`src/rtl/wb_pipe_stage_pkg.sv`:
```
// Shared WB control layout, register-zero constant and default widths
// for the write-back pipeline.
package wb_pipe_stage_pkg;

  localparam int WB_REGWRITE    = 0;
  localparam int WB_MEMTOREG    = 1;
  localparam int REG_ZERO       = 0;
  localparam int DEFAULT_DATA_W = 32;
  localparam int DEFAULT_ADDR_W = 5;

  // Packed so that bit 0 is RegWrite and bit 1 is MemtoReg, matching WB_i.
  typedef struct packed {
    logic memToReg;
    logic regWrite;
  } wbCtrl_t;

endpackage

```
`src/rtl/wb_pipe_stage_reg.sv`:
```
// One write-back pipeline stage: valid bit, WB control, load/ALU data and
// destination address. A bubble clears valid and WB but still loads data.
module wb_stage_reg
  import wb_pipe_stage_pkg::*;
#(
  parameter int DATA_W = DEFAULT_DATA_W,
  parameter int ADDR_W = DEFAULT_ADDR_W
) (
  input  logic              clk_i,
  input  logic              rst_i,
  input  logic              stall,
  input  logic              bubble,
  input  logic              validIn,
  input  logic [1:0]        wbIn,
  input  logic [DATA_W-1:0] memDataIn,
  input  logic [DATA_W-1:0] regDataIn,
  input  logic [ADDR_W-1:0] regAddrIn,
  output logic              validOut,
  output logic [1:0]        wbOut,
  output logic [DATA_W-1:0] memDataOut,
  output logic [DATA_W-1:0] regDataOut,
  output logic [ADDR_W-1:0] regAddrOut
);

  wbCtrl_t wbNext;

  always_comb begin
    wbNext = bubble ? '0 : wbCtrl_t'(wbIn);
  end

  always_ff @(posedge clk_i or posedge rst_i) begin
    if (rst_i) begin
      validOut   <= 1'b0;
      wbOut      <= '0;
      memDataOut <= '0;
      regDataOut <= '0;
      regAddrOut <= '0;
    end else if (!stall) begin
      validOut   <= validIn & ~bubble;
      wbOut      <= wbNext;
      memDataOut <= memDataIn;
      regDataOut <= regDataIn;
      regAddrOut <= regAddrIn;
    end
  end

endmodule

```
`src/rtl/wb_pipe_stage.sv`:
```
// DEPTH-deep MEM/WB pipeline with bubbles, resolved write-back data and a
// youngest-first forwarding lookup. WB_PERF_CNT_EN adds stall/retire counters.
module wb_pipe_stage
  import wb_pipe_stage_pkg::*;
#(
  parameter int DATA_W = DEFAULT_DATA_W,
  parameter int ADDR_W = DEFAULT_ADDR_W,
  parameter int DEPTH  = 1
) (
  input  logic              clk_i,
  input  logic              rst_i,
  input  logic              Stall_i,
  input  logic              Flush_i,
  input  logic              Valid_i,
  input  logic [1:0]        WB_i,
  input  logic [DATA_W-1:0] MemData_i,
  input  logic [DATA_W-1:0] RegData_i,
  input  logic [ADDR_W-1:0] RegAddr_i,
  output logic              RegWrite_o,
  output logic              MemtoReg_o,
  output logic [DATA_W-1:0] MemData_o,
  output logic [DATA_W-1:0] RegData_o,
  output logic [ADDR_W-1:0] RegAddr_o,
  output logic [DATA_W-1:0] WBData_o,
  input  logic [ADDR_W-1:0] FwdAddr_i,
  output logic              FwdHit_o,
`ifdef WB_PERF_CNT_EN
  output logic [31:0]       StallCnt_o,
  output logic [31:0]       RetireCnt_o,
`endif
  output logic [DATA_W-1:0] FwdData_o
);

  logic [DEPTH-1:0]             stValid;
  logic [DEPTH-1:0][1:0]        stWb;
  logic [DEPTH-1:0][DATA_W-1:0] stMem;
  logic [DEPTH-1:0][DATA_W-1:0] stReg;
  logic [DEPTH-1:0][ADDR_W-1:0] stAddr;

  for (genvar k = 0; k < DEPTH; k++) begin : gStage
    logic              inValid;
    logic              inBubble;
    logic [1:0]        inWb;
    logic [DATA_W-1:0] inMem;
    logic [DATA_W-1:0] inReg;
    logic [ADDR_W-1:0] inAddr;

    if (k == 0) begin : gHead
      // An invalid incoming entry is handled exactly like a flush.
      assign inValid  = Valid_i;
      assign inBubble = Flush_i | ~Valid_i;
      assign inWb     = WB_i;
      assign inMem    = MemData_i;
      assign inReg    = RegData_i;
      assign inAddr   = RegAddr_i;
    end else begin : gBody
      assign inValid  = stValid[k-1];
      assign inBubble = 1'b0;
      assign inWb     = stWb[k-1];
      assign inMem    = stMem[k-1];
      assign inReg    = stReg[k-1];
      assign inAddr   = stAddr[k-1];
    end

    wb_stage_reg #(
      .DATA_W(DATA_W),
      .ADDR_W(ADDR_W)
    ) uStage (
      .clk_i     (clk_i),
      .rst_i     (rst_i),
      .stall     (Stall_i),
      .bubble    (inBubble),
      .validIn   (inValid),
      .wbIn      (inWb),
      .memDataIn (inMem),
      .regDataIn (inReg),
      .regAddrIn (inAddr),
      .validOut  (stValid[k]),
      .wbOut     (stWb[k]),
      .memDataOut(stMem[k]),
      .regDataOut(stReg[k]),
      .regAddrOut(stAddr[k])
    );
  end

  wbCtrl_t lastWb;

  assign lastWb     = wbCtrl_t'(stWb[DEPTH-1]);
  assign RegWrite_o = stValid[DEPTH-1] & lastWb.regWrite;
  assign MemtoReg_o = lastWb.memToReg;
  assign MemData_o  = stMem[DEPTH-1];
  assign RegData_o  = stReg[DEPTH-1];
  assign RegAddr_o  = stAddr[DEPTH-1];
  assign WBData_o   = MemtoReg_o ? MemData_o : RegData_o;

  // Scan oldest to youngest so the youngest match is the one left standing.
  always_comb begin
    FwdHit_o  = 1'b0;
    FwdData_o = '0;
    for (int k = DEPTH - 1; k >= 0; k--) begin
      if (stValid[k] && stWb[k][WB_REGWRITE] && (stAddr[k] == FwdAddr_i) &&
          (stAddr[k] != ADDR_W'(REG_ZERO))) begin
        FwdHit_o  = 1'b1;
        FwdData_o = stWb[k][WB_MEMTOREG] ? stMem[k] : stReg[k];
      end
    end
  end

`ifdef WB_PERF_CNT_EN
  always_ff @(posedge clk_i or posedge rst_i) begin
    if (rst_i) begin
      StallCnt_o  <= '0;
      RetireCnt_o <= '0;
    end else begin
      if (Stall_i) StallCnt_o <= StallCnt_o + 32'd1;
      if (RegWrite_o && !Stall_i) RetireCnt_o <= RetireCnt_o + 32'd1;
    end
  end
`endif

endmodule

```
`config.mk`:
```
export PLATFORM = sky130hd
export DESIGN_NAME = wb_pipe_stage
export DESIGN_NICKNAME = d
export VERILOG_FILES = /design/src/rtl/wb_pipe_stage_pkg.sv /design/src/rtl/wb_pipe_stage_reg.sv /design/src/rtl/wb_pipe_stage.sv
export SDC_FILE = /design/constraint.sdc
export NUM_CORES = 1
export LEC_CHECK = 0
export BUFFER_PORTS_ARGS = -buffer_cell sky130_fd_sc_hd__buf_4
export CAP_MARGIN = 20
export CORE_UTILIZATION = 43
export CTS_CLUSTER_DIAMETER = 30
export DETAILED_ROUTE_END_ITERATION = 10
export MAX_ROUTING_LAYER = met4
export PLACE_DENSITY = 0.81
export SKIP_CTS_REPAIR_TIMING = 1
export SLEW_MARGIN = 20
export SYNTH_ARGS = -nofsm -noshare
export SYNTH_HDL_FRONTEND = slang
export SYNTH_SLANG_ARGS = --single-unit
```
`constraint.sdc`:
```
create_clock -name clk_i -period 2.4 [get_ports clk_i]
set_clock_uncertainty 0.05 [all_clocks]
set_input_delay 0.12 -clock clk_i [delete_from_list [all_inputs] [get_ports clk_i]]
set_output_delay 0.12 -clock clk_i [all_outputs]
set_load 0.02 [all_outputs]
```
==> impl_results.rst <==
.. list-table::
   :header-rows: 1

   * - Metric
     - Value
   * - Most used cell along the critical path
     - buf_4
   * - Worst path max stage delay
     - 0.42 ns
   * - Sequential element share of the synthesized area
     - 51.89%
   * - Worst setup path category
     - reg2out
   * - Filler cells
     - 474
   * - Wirelength, routed
     - 11420 um
   * - Number of synthesized flops with an enable pin
     - 0
   * - Placed cells
     - 554
   * - Die area
     - 8438 um^2
   * - Most numerous cell in the Yosys netlist
     - mux2_2
   * - Count of mapped cells out of synthesis
     - around 250
   * - Clk Latency, worst-skew pair
     - 0.34 ns
   * - Final slew viol count
     - 0
   * - Cell types with the highest counts after synthesis
     - 102 x mux2_2, 72 x dfrtp_1, 32 x nor4b_1, 10 x buf_2, 8 x clkbuf_1
   * - Setup TNS
     - 0 ns
   * - Clock input transition at the sequential cells of the worst setup and hold paths
     - 0.07 ns
   * - Core footprint
     - 7767 um^2
   * - TritonCTS clock tree
     - built
   * - Number of distinct library cell variants in the gate-level netlist after synthesis
     - 17
   * - I/O pins
     - roughly 220
   * - P_leak
     - 0.002818 uW
   * - Iteration count of the initial detailed-routing pass
     - 4
   * - Dominant delay contributor by cell family on the critical path
     - buffers and inverters
   * - Row cnt
     - 32
   * - Number of H-tree levels
     - 3
   * - Weighted congestion at the end of routability-driven global placement
     - approximately 0.8
   * - Syn Area/Cell
     - 14.06 um^2
   * - Max transition margin
     - 66.96%
   * - Crit. End Element
     - primary output
   * - Initial core utilization
     - 44.70%
   * - Number of synthesized register bits
     - between 70 and 80
   * - Critical Path Fanout Max
     - 34
   * - Global router's overall resource usage
     - 24.36%
   * - Cell-by-cell trace of the critical path
     - buf_4 -> mux2_2 -> nor4b_1 -> buf_4
   * - Fin nets
     - about 620
   * - Number of buffers created by CTS
     - 9
   * - Number of global-route vias before repair
     - 2911
   * - # diodes
     - 0
   * - Tcrit/Tclk final
     - 90.66%
   * - Status
     - finished, violations left
   * - Share of the synthesized area in the top cell type
     - just over 50%
   * - Synth Net Count
     - around 330
   * - Buffer type at the clock tree root
     - clkbuf_8
   * - Yosys warnings
     - 0
   * - Vias
     - 3278
   * - Antenna violations before repair
     - 0
   * - Worst hold path class
     - in2reg
   * - Violated checks
     - negative hold slack
   * - Iter 0 DRT Violations
     - 103
   * - Final Hold Vio Count
     - 1
   * - Share of final-layout standard cells stronger than drive strength 1
     - 64.38%
   * - First-pass GRT wire length
     - 15510 um
   * - Final critical path time including I/O delays and setup
     - 2.176 ns
   * - Cell area after technology mapping
     - about 3500 um^2
   * - Upper clock frequency limit
     - about 0.46 GHz
   * - Synth-to-layout area growth
     - 76.65%
   * - Half-perimeter wire length after detailed placement
     - 7186 um
   * - Arr. time, crit path
     - 2.01 ns
   * - VDD IR-drop max
     - 428.0 uV
   * - Number of standard cells in the layout, taps in and fillers out
     - 641
   * - Most used flip-flop cell after synthesis
     - dfrtp_1
   * - RSZ-0062 raised after global routing
     - false
   * - Slowest cell on the critical path
     - buf_4
   * - Worst Tran Pin Value
     - 0.4948 ns
   * - Detail-routed via count per cell
     - 5.114
   * - Worst hold slack
     - -0.01708 ns
   * - Critical path buffers and inverters
     - 2
   * - Die Y-Extent
     - 91.86 um
   * - DIE WIDTH
     - 91.86 um
   * - Post-DR wirelength/cell
     - 17.82 um
   * - Critical Path Source Type
     - register
   * - Share of synthesized flip-flops with an asynchronous set or reset
     - 100.0%
   * - Worst-case clock buffer depth
     - 2
   * - Count of buffers inserted at the top-level ports
     - 216
   * - # Max-Cap Violations
     - 0
   * - Largest net degree at the start of global routing
     - 44
   * - # DRC
     - 0
   * - Worst endpoint required time
     - 2.23 ns
   * - Largest area contributor in the synthesized netlist
     - dfrtp_1
   * - Overall overflow remaining after global route
     - 0
   * - Post-detailed-route count of antenna-violating nets
     - 0
   * - TritonCTS sink count
     - between 70 and 80
   * - Power density relative to cell area
     - 599.8 nW/um^2
   * - Final setup violation count
     - 0
   * - Area contributors post-synth
     - dfrtp_1 52%, mux2_2 33%, nor4b_1 8.1%
==> layer usage <==
metal  up-vias  share of wire (%)  track usage (%)
met3        23                6.5            3.483
li1       1485                  -                -
met4         0                2.3            8.984
met2       156                 53            41.17
met5         -                  0                -
met1      1614                 38            29.75
==> layout make-up <==
class                   count  area (um^2)  area share, %
clock inverters             6        90.09          1.469
well taps                 102        127.6          2.081
inverters                   1        3.754        0.06120
flip-flops and latches     72         1802          29.38
multi-input cells         153         1553          25.32
repair buffers            297         2420          39.45
clock buffers              10        137.6          2.244
==> final timing paths <==
kind	startpoint	end	slack, ns	depth (start not counted)
worst max-delay path	gStage[0].uStage.wbOut[1]	FwdData_o[31]	0.22	4
worst min-delay path	WB_i[0]	gStage[0].uStage.wbOut[0]	-0.02	3
worst max register to register	gStage[0].uStage.wbOut[1]	gStage[0].uStage.wbOut[1]	1.35	3
worst min register to register	gStage[0].uStage.wbOut[0]	gStage[0].uStage.wbOut[0]	0.43	2
max in group asynchronous	rst_i	gStage[0].uStage.memDataOut[28]	1.20	4
min in group asynchronous	rst_i	gStage[0].uStage.regDataOut[3]	0.32	3
==> kinds of logic (layout without fill, tap and decap cells) <==
kind of cell	count (synthesis)	after routing	share of synthesized area, %
buffers and inverters	22	314	3.387
AOI/OAI and AO/OA	3	3	0.7569
muxes	102	102	33.08
xor gates and xnor gates	4	4	1.009
and+or+nand+nor	44	44	9.874
DFF	72	72	51.89
==> placed cells by master, fill, tap and decap left out, drive strengths merged <==
cell type and instances:
buf 226, mux2 102, dfrtp 72, dlygate4sd3 71
nor4b 32, clkbuf 10, nand2 5, xnor2 4
inv 3, and2 2, o21ai 2, bufinv 2
or4 1, nor2 1, a21oi 1, nand3 1
nor3 1, nor2b 1, clkinv 1, clkinvlp 1
==> worst register-to-register path: cells and delay by family, from the launching register on <==
family | cells | cell delay (ns)
and+or+nand+nor | 1 | 0.10
DFF | 1 | 0.32
AOI/OAI and AO/OA | 1 | 0.08
buffers and inverters | 1 | 0.42
==> registers in the layout (all words and copies together), names as in the netlist <==
name / count
gStage.uStage.memDataOut: 32
gStage.uStage.regAddrOut: 5
gStage.uStage.regDataOut: 32
gStage.uStage.validOut: 1
gStage.uStage.wbOut: 2
==> per-stage QoR <==
stage               util (%)  power [uW]  setup slack, ns  instance area, um^2
finish                 78.96        3679           0.2243                 6133
global route           78.96        3833           0.1276                 6133
CTS                    69.81        3584           0.3345                 5423
detailed placement     66.88        2493           0.7153                 5195
global placement       66.88        2473           0.6823                 5195
floorplan                  -        2009           0.3963                 3472
==> power breakdown <==
group	switching [uW]	total [uW]	internal [uW]
Clock	477	1100	620
Combinational	556	1150	597
Sequential	96.5	1430	1330
Total	1130	3680	2550
(Power assumes the default switching activity.)
